File: src/rtl/ram_access_master.sv
// Initiator-side controller for a single-port RAM: sequences single or burst
// reads/writes from a valid/ready command port and returns read data as a stream.
module ram_access_master #(
    parameter int DATA_WIDTH = 8,
    parameter int ADDR_WIDTH = 4,
    parameter int LEN_WIDTH  = 4,
    parameter int RD_LAT     = 1
) (
    input  logic                  clk,
    input  logic                  reset,
    input  logic                  cmd_valid,
    output logic                  cmd_ready,
    input  logic                  cmd_wr,
    input  logic [ADDR_WIDTH-1:0] cmd_addr,
    input  logic [LEN_WIDTH-1:0]  cmd_len,
    input  logic [DATA_WIDTH-1:0] wr_data,
    input  logic                  wr_valid,
    output logic                  wr_ready,
    output logic [DATA_WIDTH-1:0] rd_data,
    output logic                  rd_valid,
    output logic                  busy,
    output logic                  done,
    output logic [DATA_WIDTH-1:0] ram_data_in,
    output logic                  ram_write_enb,
    output logic                  ram_read_enb,
    output logic [ADDR_WIDTH-1:0] ram_address,
    input  logic [DATA_WIDTH-1:0] ram_data_out
);

    typedef enum logic [2:0] {
        IDLE  = 3'd0,
        WRITE = 3'd1,
        READ  = 3'd2,
        DRAIN = 3'd3,
        DONE  = 3'd4
    } state_t;

    state_t                state;
    logic [ADDR_WIDTH-1:0] cur_addr;
    logic [LEN_WIDTH-1:0]  beats;
    logic [RD_LAT-1:0]     rd_pipe;
    logic                  pipe_pending;

    // Status strobes are decoded from the state register and forced low while reset is held.
    assign cmd_ready = (state == IDLE) && !reset;
    assign busy      = (state != IDLE) && !reset;
    assign wr_ready  = (state == WRITE) && !reset;
    assign rd_valid  = rd_pipe[RD_LAT-1] && !reset;
    assign rd_data   = rd_valid ? ram_data_out : {DATA_WIDTH{1'b0}};

    // Reads still in flight other than the one returning this cycle; the final stage may be on rd_valid now.
    always_comb begin
        pipe_pending = ram_read_enb;
        for (int i = 0; i < RD_LAT - 1; i++) begin
            pipe_pending = pipe_pending | rd_pipe[i];
        end
    end

    // Command sequencer with registered RAM-side outputs and read-latency tracking.
    always_ff @(posedge clk) begin
        if (reset) begin
            state         <= IDLE;
            cur_addr      <= {ADDR_WIDTH{1'b0}};
            beats         <= {LEN_WIDTH{1'b0}};
            rd_pipe       <= {RD_LAT{1'b0}};
            done          <= 1'b0;
            ram_write_enb <= 1'b0;
            ram_read_enb  <= 1'b0;
            ram_data_in   <= {DATA_WIDTH{1'b0}};
            ram_address   <= {ADDR_WIDTH{1'b0}};
        end else begin
            rd_pipe       <= RD_LAT'({rd_pipe, ram_read_enb});
            ram_write_enb <= 1'b0;
            ram_read_enb  <= 1'b0;
            done          <= 1'b0;
            case (state)
                IDLE: begin
                    if (cmd_valid && cmd_ready) begin
                        cur_addr <= cmd_addr;
                        beats    <= cmd_len;
                        state    <= cmd_wr ? WRITE : READ;
                    end
                end
                WRITE: begin
                    if (wr_valid) begin
                        ram_write_enb <= 1'b1;
                        ram_address   <= cur_addr;
                        ram_data_in   <= wr_data;
                        cur_addr      <= cur_addr + ADDR_WIDTH'(1);
                        // The last beat still needs its registered write cycle before done.
                        if (beats == {LEN_WIDTH{1'b0}}) begin
                            state <= DRAIN;
                        end else begin
                            beats <= beats - LEN_WIDTH'(1);
                        end
                    end
                end
                READ: begin
                    ram_read_enb <= 1'b1;
                    ram_address  <= cur_addr;
                    cur_addr     <= cur_addr + ADDR_WIDTH'(1);
                    if (beats == {LEN_WIDTH{1'b0}}) begin
                        state <= DRAIN;
                    end else begin
                        beats <= beats - LEN_WIDTH'(1);
                    end
                end
                DRAIN: begin
                    if (!pipe_pending) begin
                        state <= DONE;
                        done  <= 1'b1;
                    end
                end
                DONE: begin
                    state <= IDLE;
                end
                default: begin
                    state <= IDLE;
                end
            endcase
        end
    end

endmodule

File: config.mk
export PLATFORM = sky130hd
export DESIGN_NAME = ram_access_master
export DESIGN_NICKNAME = d
export VERILOG_FILES = /design/src/rtl/ram_access_master.sv
export SDC_FILE = /design/constraint.sdc
export NUM_CORES = 1
export LEC_CHECK = 0
export CORE_ASPECT_RATIO = 0.8
export CORE_MARGIN = 1.5
export CORE_UTILIZATION = 41
export CTS_CLUSTER_SIZE = 24
export DETAILED_ROUTE_END_ITERATION = 10
export GPL_TIMING_DRIVEN = 0
export PLACE_DENSITY_LB_ADDON = 0.25
export RECOVER_POWER = 100
export SETUP_SLACK_MARGIN = 0.2
export SLEW_MARGIN = 10
export SYNTH_ARGS = -nofsm -noshare
export SYNTH_HDL_FRONTEND = slang
export SYNTH_SLANG_ARGS = --single-unit
File: constraint.sdc
create_clock -name clk -period 1.7 [get_ports clk]
set_input_delay 0.34 -clock clk [delete_from_list [all_inputs] [get_ports clk]]
set_output_delay 0.34 -clock clk [all_outputs]
set_load 0.01 [all_outputs]
Word level (Yosys, flattened, before mapping)
Index checks and enable logic that the tools add are counted.

$add $sub $neg: 2. Eq/ne operators: 6. Multiplexer cells: 19. Bitwise logic cells: 2. Reduce and logical (&&, ||, !) cells: 17.

Operators with widths (count): 2-to-1 mux 4 bit (6); one-hot mux 4 bit (3 select lines) (2); 2-to-1 mux 3 bit (4); one-hot mux 3 bit (4 select lines) (1); 2-to-1 mux 8 bit (1); one-hot mux 4 bit (2 select lines) (1); equality test 3 x 2 -> 1 bit, second input constant (2); AND reduction 3 bit (2); nonzero test 3 bit (2); logical AND 1 bit (5); adder 4 x 1 -> 4 bit, second input constant (1); logical NOT 4 bit (1); inequality test 2 bit, second input constant (2); AND reduction 2 bit (2); OR reduction 2 bit (2); subtractor 4 x 1 -> 4 bit, second input constant (1); equality test 3 x 1 -> 1 bit, second input constant (1); logical NOT 3 bit (1); 2-to-1 mux 1 bit (3); 2-to-1 mux 2 bit (1); inequality test 2 x 1 -> 1 bit, second input constant (1); NOT 1 bit (2); nonzero test 2 bit (1); logical NOT 1 bit (1).

Register bits: 27. Input bits: 29. Output and inout port bits: 27. Logic and storage cells: 55.

Logic depth before layout (Yosys ltp)
Gate-level depths: netlist of run 1.

Depth in word-level cells: 5. Mapped depth: 6. Depth with buffers taken out: 6.

Worst setup path after synthesis of run 1
OpenSTA, ideal clock, no wires.

Path type: register to register. From: register state[0]. To: register cur_addr[2]. Library setup time: 117 ps. Arrival: 1443 ps. Data required time: 1583 ps. Slack: 139 ps. Cell stages (with the launch flop): 6. Period minus slack after synthesis: 1561 ps. Cells stage by stage: dfxtp_1 xor2_1 and2_1 buf_2 mux2_1 a32o_1.

Word-level cells in the longest chain between the ends: 5. Elaborated cells between the ends (all ways): 10. Classes of those cells: 4 x eq/ne; 1 x mux; 5 x reduce/logical.

Ends and longest elaborated chain: start, declared (line 38) `state_t state;`; start signal, assigned (line 81) `state <= cmd_wr ? WRITE : READ;`; logical NOT 3 bit (line 45, 76); logical AND 1 bit (line 45) `assign cmd_ready = (state == IDLE) && !reset;`; logical AND 1 bit (line 78) `if (cmd_valid && cmd_ready) begin`; inequality test 2 x 1 -> 1 bit (no line); AND reduction 3 bit (no line); end signal, assigned (line 63) `cur_addr <= {ADDR_WIDTH{1'b0}};`; end signal, assigned (line 79) `cur_addr <= cmd_addr;`; end signal, assigned (line 89) `cur_addr <= cur_addr + ADDR_WIDTH'(1);`; end, declared (line 39) `logic [ADDR_WIDTH-1:0] cur_addr;`.

Several ways; a longest one is shown, not always the timed one. A chain may end at the register's enable or synchronous reset.

Worst setup path in the final report of run 1
From: register rd_pipe. To: output port rd_data[4].

Word-level cells in the longest chain between the ends: 2.

Ends and longest elaborated chain: start, declared (line 41) `logic [RD_LAT-1:0] rd_pipe;`; start signal, assigned (line 65) `rd_pipe <= {RD_LAT{1'b0}};`; start signal, assigned (line 72) `rd_pipe <= RD_LAT'({rd_pipe, ram_read_enb});`; logical AND 1 bit (line 48) `assign rd_valid = rd_pipe[RD_LAT-1] && !reset;`; 2-to-1 mux 8 bit (line 49) `assign rd_data = rd_valid ? ram_data_out : {DATA_WIDTH{1'b0}};`; end, declared (line 19) `output logic [DATA_WIDTH-1:0] rd_data,`.

No other way between the ends.

==> results of run 1 <==
-- report_power, final --
group / switching [mW] / internal, mW
Sequential: 0.115 / 0.759
Combinational: 0.759 / 0.827
Clock: 0.206 / 0.168
-- kinds of logic after synthesis --
group                    count (synthesis)
AO/OA/AOI/OAI                           36
XOR/XNOR                                 2
adder cells (fa/ha/maj)                  2
buffers and inverters                   16
flip-flops                              27
multiplexers                             7
AND/OR/NAND/NOR                         67
-- through the flow --
stage / total power [mW] / utilization, % / TNS, ps / worst slack (ps)
2_1_floorplan: 1.47 / - / 0 / 189
4_1_cts: 2.45 / 69.0 / 0 / 107
5_1_grt: 2.94 / 76.1 / 0 / 16.8
6_report: 2.83 / 76.1 / 0 / 57.8
3_5_place_dp: 1.80 / 62.9 / -4610 / -371
3_3_place_gp: 1.75 / 62.9 / -3140 / -340
-- repair_timing --
action	in CTS	in global routing
buffers inserted	11	9
endpoints found under the setup margin	35	46
gates cloned	0	2
pin swaps	9	18
resized for setup	83	53
-- cells in the final DEF, fill, tap and decap left out, types with 3 or more instances in the layout --
cell	count
a21oi_1	14
a21oi_2	4
a32o_1	3
and2_1	6
and2_4	3
buf_2	9
buf_4	16
buf_6	11
clkbuf_1	4
clkbuf_8	3
clkdlybuf4s25_1	13
clkdlybuf4s50_1	25
dfxtp_1	21
dfxtp_2	4
dlygate4sd2_1	3
inv_1	4
mux2i_1	5
nand2_1	20
nor2_1	8
nor2b_1	3
nor3_1	6
o21ai_1	3
o21ai_2	3
-- critical path: cells and delay by family (launching register included) --
family	cells	cell delay (ps)
AND/OR/NAND/NOR	2	390
buffers and inverters	2	280
flip-flops	1	340
-- worst max path at each step --
stage,end,from,slack [ps],cells past startpoint
final,rd_data[4],rd_pipe,60,4
after global routing,rd_data[4],rd_pipe,20,4
after detailed placement,cur_addr[2],cmd_valid,-370,5
after floorplan,cur_addr[2],state[0],190,5
after CTS,wr_ready,state[2],110,3
after global placement,cur_addr[2],cmd_valid,-340,5
-- final cells by class --
class	instances	area [um2]	share of cell area (%)
inverters	7	30.0	1.30
clock buffers	4	45.0	1.95
plain buffers	9	87.6	3.78
multi-input cells	114	850	36.7
repair buffers	76	699	30.2
flip-flops and latches	27	553	23.9
well taps	40	50.0	2.16
-- Yosys cell counts, drive strengths merged, types with 2 or more instances --
cell type / number
ha: 2
nand3: 2
inv: 7
nand4: 2
nand2: 21
and2: 9
mux2: 2
nor2: 11
clkbuf: 5
nor3: 6
nor2b: 3
dfxtp: 27
and3b: 2
mux2i: 5
a32o: 3
a221oi: 3
a21oi: 18
nand2b: 4
and3: 2
o21ai: 7
buf: 4
-- flip-flops by register name (all words and copies together) (netlist names), 3 cells and up --
register and cells:
beats 4, cur_addr 4, ram_address 4, ram_data_in 8, state 3
-- metal layers --
| metal | GRT usage [%] | vias to the layer above | part of all wire (%) |
|---|---|---|---|
| met1 | 28.1 | 760 | 40 |
| met3 | 6.17 | 8 | 9.4 |
| met4 | 4.17 | 0 | 1.3 |
| met2 | 41.4 | 98 | 50 |
| met5 | 0 | - | 0 |
| li1 | - | 717 | - |
==> impl_metrics.yaml, run 1 <==
outcome:
  status: "finished, final reports clean"
hold_path:
  hp-start: "reset"
  holdCritPathClass: "input pin to register"
  min_to: "beats[1]"
  min_delay_path_depth: 2
critical_path:
  cp_slowest_cell: "dfxtp_2"
  arrival_ps: 1300
  reg2reg_from: "state[2]"
  ff2ff_setup_slack_ps: 100
  worstPathMaxFanout: 5
  critical_path_class: "register to output pin"
  path_cells: "nor2b_1 > buf_6 > and2_1 > buf_2"
  cp.required_ps: 1360
  critPathMaxStageDelay_ps: 340
  r2r-end: "cur_addr[2]"
  setup.worst_path.end_class: "output pin"
  cp-start-kind: "register"
  reg2reg_depth: 5
place:
  gp_congestion: 0.751
  dp.final_hpwl_mm: 2.66
  dpl_cell_area_um2: 1910
  dp.cells: 251
  port_buffers: 54
floorplanning:
  initial_core_util_pct: 42.7
  fp.coreArea_um2: 3040
  dieArea_um2: 3510
  die_x_um: 65.9
  die_y_um: 53.3
  boundaryPins: 56
  rows: 18
logic_synthesis:
  ys_seq_area_share_pct: 41.7
  synth_area_um2: 1300
  yosys.area.top_type: "dfxtp_1"
  yosys_warnings: 0
  synth_top_area_share_pct: 41.7
  yosys_most_used_dff: "dfxtp_1"
  mappedNetlistNets: 188
  synth-xor-area-share_pct: 1.35
  synthDistinctLibCells: 38
  synth-edff-count: 0
  synth.mux.area_fraction_pct: 5.59
  synth-adder-area-share_pct: 1.93
  synth.area.top_cells: "dfxtp_1 42%, a21oi_1 6.6%, nand2_1 6.1%"
  synth_compound_area_share_pct: 17.8
  synth_top_family_by_area: "simple AND/OR/NAND/NOR gates"
  async_reset_ff_share_pct: 0
  syn_inst: 157
  synthSimpleGateAreaFrac_pct: 26.4
  ys_ff_latch: 27
  synth_area_per_cell_um2: 8.26
clocking:
  clk_pin_slew_ps: 100
  htreeDepth: 1
  clock_path_buffers: 2
  cts.sinks: 27
  clk_latency_ps: 280
  cts.hold.buffers_added: 0
  cts_root_buffer: "clkbuf_8"
  cts_tree: "yes"
  numCtsBuffers: 3
detailed_routing:
  wl_mm: 4.92
  wl_per_cell_um: 17.8
  drcViolationCount: 0
  routed_via_density: 5.71
  drt_pass1_iterations: 4
  postRouteAntennaNets: 0
  vias: 1583
  drt_iter0_markers: 98
timing:
  slew_headroom_pct: 67.8
  finalCriticalPeriod_ps: 1640
  timing.final.crit_share_pct: 96.6
  clock-skew-final_ps: 13.0
  worstMarginPinSlew_ps: 483
  fmax_mhz: 609
  holdWs_ps: 270
  hold_viol: 0
  rsz0062_at_grt: "true"
  setup_violations: 0
  drv_slew: 0
job:
  drv_cap: 0
grt:
  grt_pass1_wl_mm: 6.11
  grt_max_degree: 15
  grt_pass1_vias: 1289
  grt_usage_pct: 23.1
  gr-total-overflow: 0
  antenna_found_initial: 0
final_layout:
  finalNonFillerCells: 277
  final_area_um2: 2310
  fillers: 204
  drive_gt1_share_pct: 33.3
  syn_to_final_growth_pct: 78.4
  n_antenna_cell: 0
  fin_nets: 269
power_and_ir_drop:
  ir_drop_uv: 771
  p_leak_nw: 0.953
  p_per_area_nw_per_um2: 1220
Power figures use the tool's default switching activity.
==> run 2: changes to the inputs <==
Settings changed: CORE_UTILIZATION 41 to 55, DONT_BUFFER_PORTS from default to 1, REMOVE_ABC_BUFFERS from default to 1.
==> run 2 against run 1 <==
First-iteration DRC count decreased by 67%. Clock skew decreased by 4.9 ps. Non-clock buffer count decreased by 69. Count of clock-buffer cells in the layout decreased by 1. Largest cell class unchanged. Largest power group unchanged.
==> impl_metrics.yaml, run 2 (synthesized netlist as in run 1, its figures left out) <==
detailed_routing:
  routed_via_density: 6.38
  drt_iter0_markers: 32
  wl_mm: 3.54
  drt_pass1_iterations: 4
  drcViolationCount: 0
  vias: 1237
  wl_per_cell_um: 18.2
  postRouteAntennaNets: 0
place:
  dp.final_hpwl_mm: 2.03
  dpl_cell_area_um2: 1290
  port_buffers: 0
  gp_congestion: 0.783
  dp.cells: 173
power_and_ir_drop:
  p_clk_share_pct: 13.3
  power_frac_comb_pct: 46.7
  power.share.sequential_pct: 40.0
  p_leak_nw: 0.603
  ir_drop_uv: 997
  p_sw_uw: 898
  switching_share_pct: 39.5
  p_per_area_nw_per_um2: 1450
  p_int_mw: 1.38
  finalPower_mw: 2.28
final_layout:
  fillers: 175
  final_common_cell: "dfxtp_1"
  top_register: "ram_data_in"
  n_antenna_cell: 0
  fin_util_pct: 71.6
  final_cell_mix: "22 x dfxtp_1, 21 x nand2_1, 16 x a21oi_1"
  drive_gt1_share_pct: 26.0
  layout.area.seq_um2: 554
  final_area_um2: 1570
  multi_input_area_um2: 812
  finalNonFillerCells: 194
  syn_to_final_growth_pct: 21.1
  largest_register_ffs: 8
  fin_nets: 201
floorplanning:
  boundaryPins: 56
  die_x_um: 57.3
  die_y_um: 46.4
  initial_core_util_pct: 59.1
  rows: 15
  fp.coreArea_um2: 2200
  dieArea_um2: 2660
clocking:
  cts.hold.buffers_added: 0
  cts.sinks: 27
  clk_latency_ps: 350
  numCtsBuffers: 3
  clk_pin_slew_ps: 150
  clock_path_buffers: 2
  htreeDepth: 1
  cts_tree: "yes"
  cts_root_buffer: "clkbuf_4"
outcome:
  status: "finished, final reports clean"
critical_path:
  worstPathMaxFanout: 7
  critical_path_class: "register to register"
  setup.worst_path.end_class: "register"
  arrival_ps: 1900
  cp.required_ps: 2010
  cp-start-kind: "register"
timing:
  timing.final.crit_share_pct: 94.0
  finalCriticalPeriod_ps: 1600
  rsz0062_at_grt: "true"
  drv_slew: 0
  slew_headroom_pct: 74.6
  holdWs_ps: 33.3
  hold_viol: 0
  clock-skew-final_ps: 8.09
  setup_violations: 0
  worstMarginPinSlew_ps: 378
  fmax_mhz: 626
grt:
  grt_pass1_wl_mm: 4.86
  antenna_found_initial: 0
  grt_usage_pct: 24.9
  grt_max_degree: 28
  gr-total-overflow: 0
  grt_pass1_vias: 1085
job:
  drv_cap: 0
hold_path:
  holdCritPathClass: "input pin to register"
[run 2: changes by cell type in the layout (fill, tap and decap cells not counted), sizes merged]
cell | previous run | this run
buf | 38 | 13
clkbuf | 8 | 6
clkdlybuf4s15 | 1 | 0
clkdlybuf4s25 | 13 | 0
clkdlybuf4s50 | 25 | 0
clkinvlp | 1 | 2
dlygate4sd2 | 3 | 0
dlygate4sd3 | 1 | 0
nor2b | 3 | 4
[run 2: layout make-up]
class | count | area share, %
clock buffers | 3 | 1.43
clock inverters | 1 | 0.478
inverters | 7 | 1.91
multi-input cells | 115 | 51.7
repair buffers | 16 | 7.25
flip-flops and latches | 27 | 35.3
well taps | 25 | 1.99
[run 2: repair_timing]
item                                    CTS  global route
resized for setup                        24            25
endpoints found under the setup margin   33            33
pin swaps                                 6            11
hold endpoints to repair                  0             0
gates cloned                              0             1
setup buffers                            11             5
[run 2: per-stage QoR]
step	TNS, ps	worst slack, ps
floorplan	-19.7	-14.5
global placement	-542	-219
detailed placement	-785	-242
CTS	0	155
global route	0	61.0
finish	0	102
[run 2: final timing paths]
kind	start	endpoint	slack, ps	cells past startpoint
setup reg to reg	state[1]	beats[0]	100	5
setup / recovery	state[1]	beats[0]	100	5
hold / removal	reset	ram_address[1]	30	1
hold reg to reg	ram_data_in[0]	ram_data_in[0]	510	2
[run 2: critical path: stages, from the launching register on]
cell and delay, ps:
dfxtp_4 430, nand2b_4 170, a221o_1 380, clkbuf_2 170
nor2_1 220, a32o_1 180
[run 2: power by group through the flow]
stage / Clock [mW] / Sequential, mW / Combinational [mW]
after detailed placement: 0 / 0.906 / 0.650
after CTS: 0.297 / 0.899 / 0.870
final: 0.303 / 0.910 / 1.06
after floorplan: 0 / 0.871 / 0.543
after global placement: 0 / 0.898 / 0.626
after global routing: 0.324 / 0.929 / 1.16
[run 2: per-layer routing]
metal / track usage, % / wire length [um] / part of all wire (%)
met5: 0 / 0 / 0
met4: 16.3 / 87 / 2.5
met3: 8.71 / 317 / 9.0
met2: 41.1 / 1740 / 49
met1: 27.9 / 1400 / 39
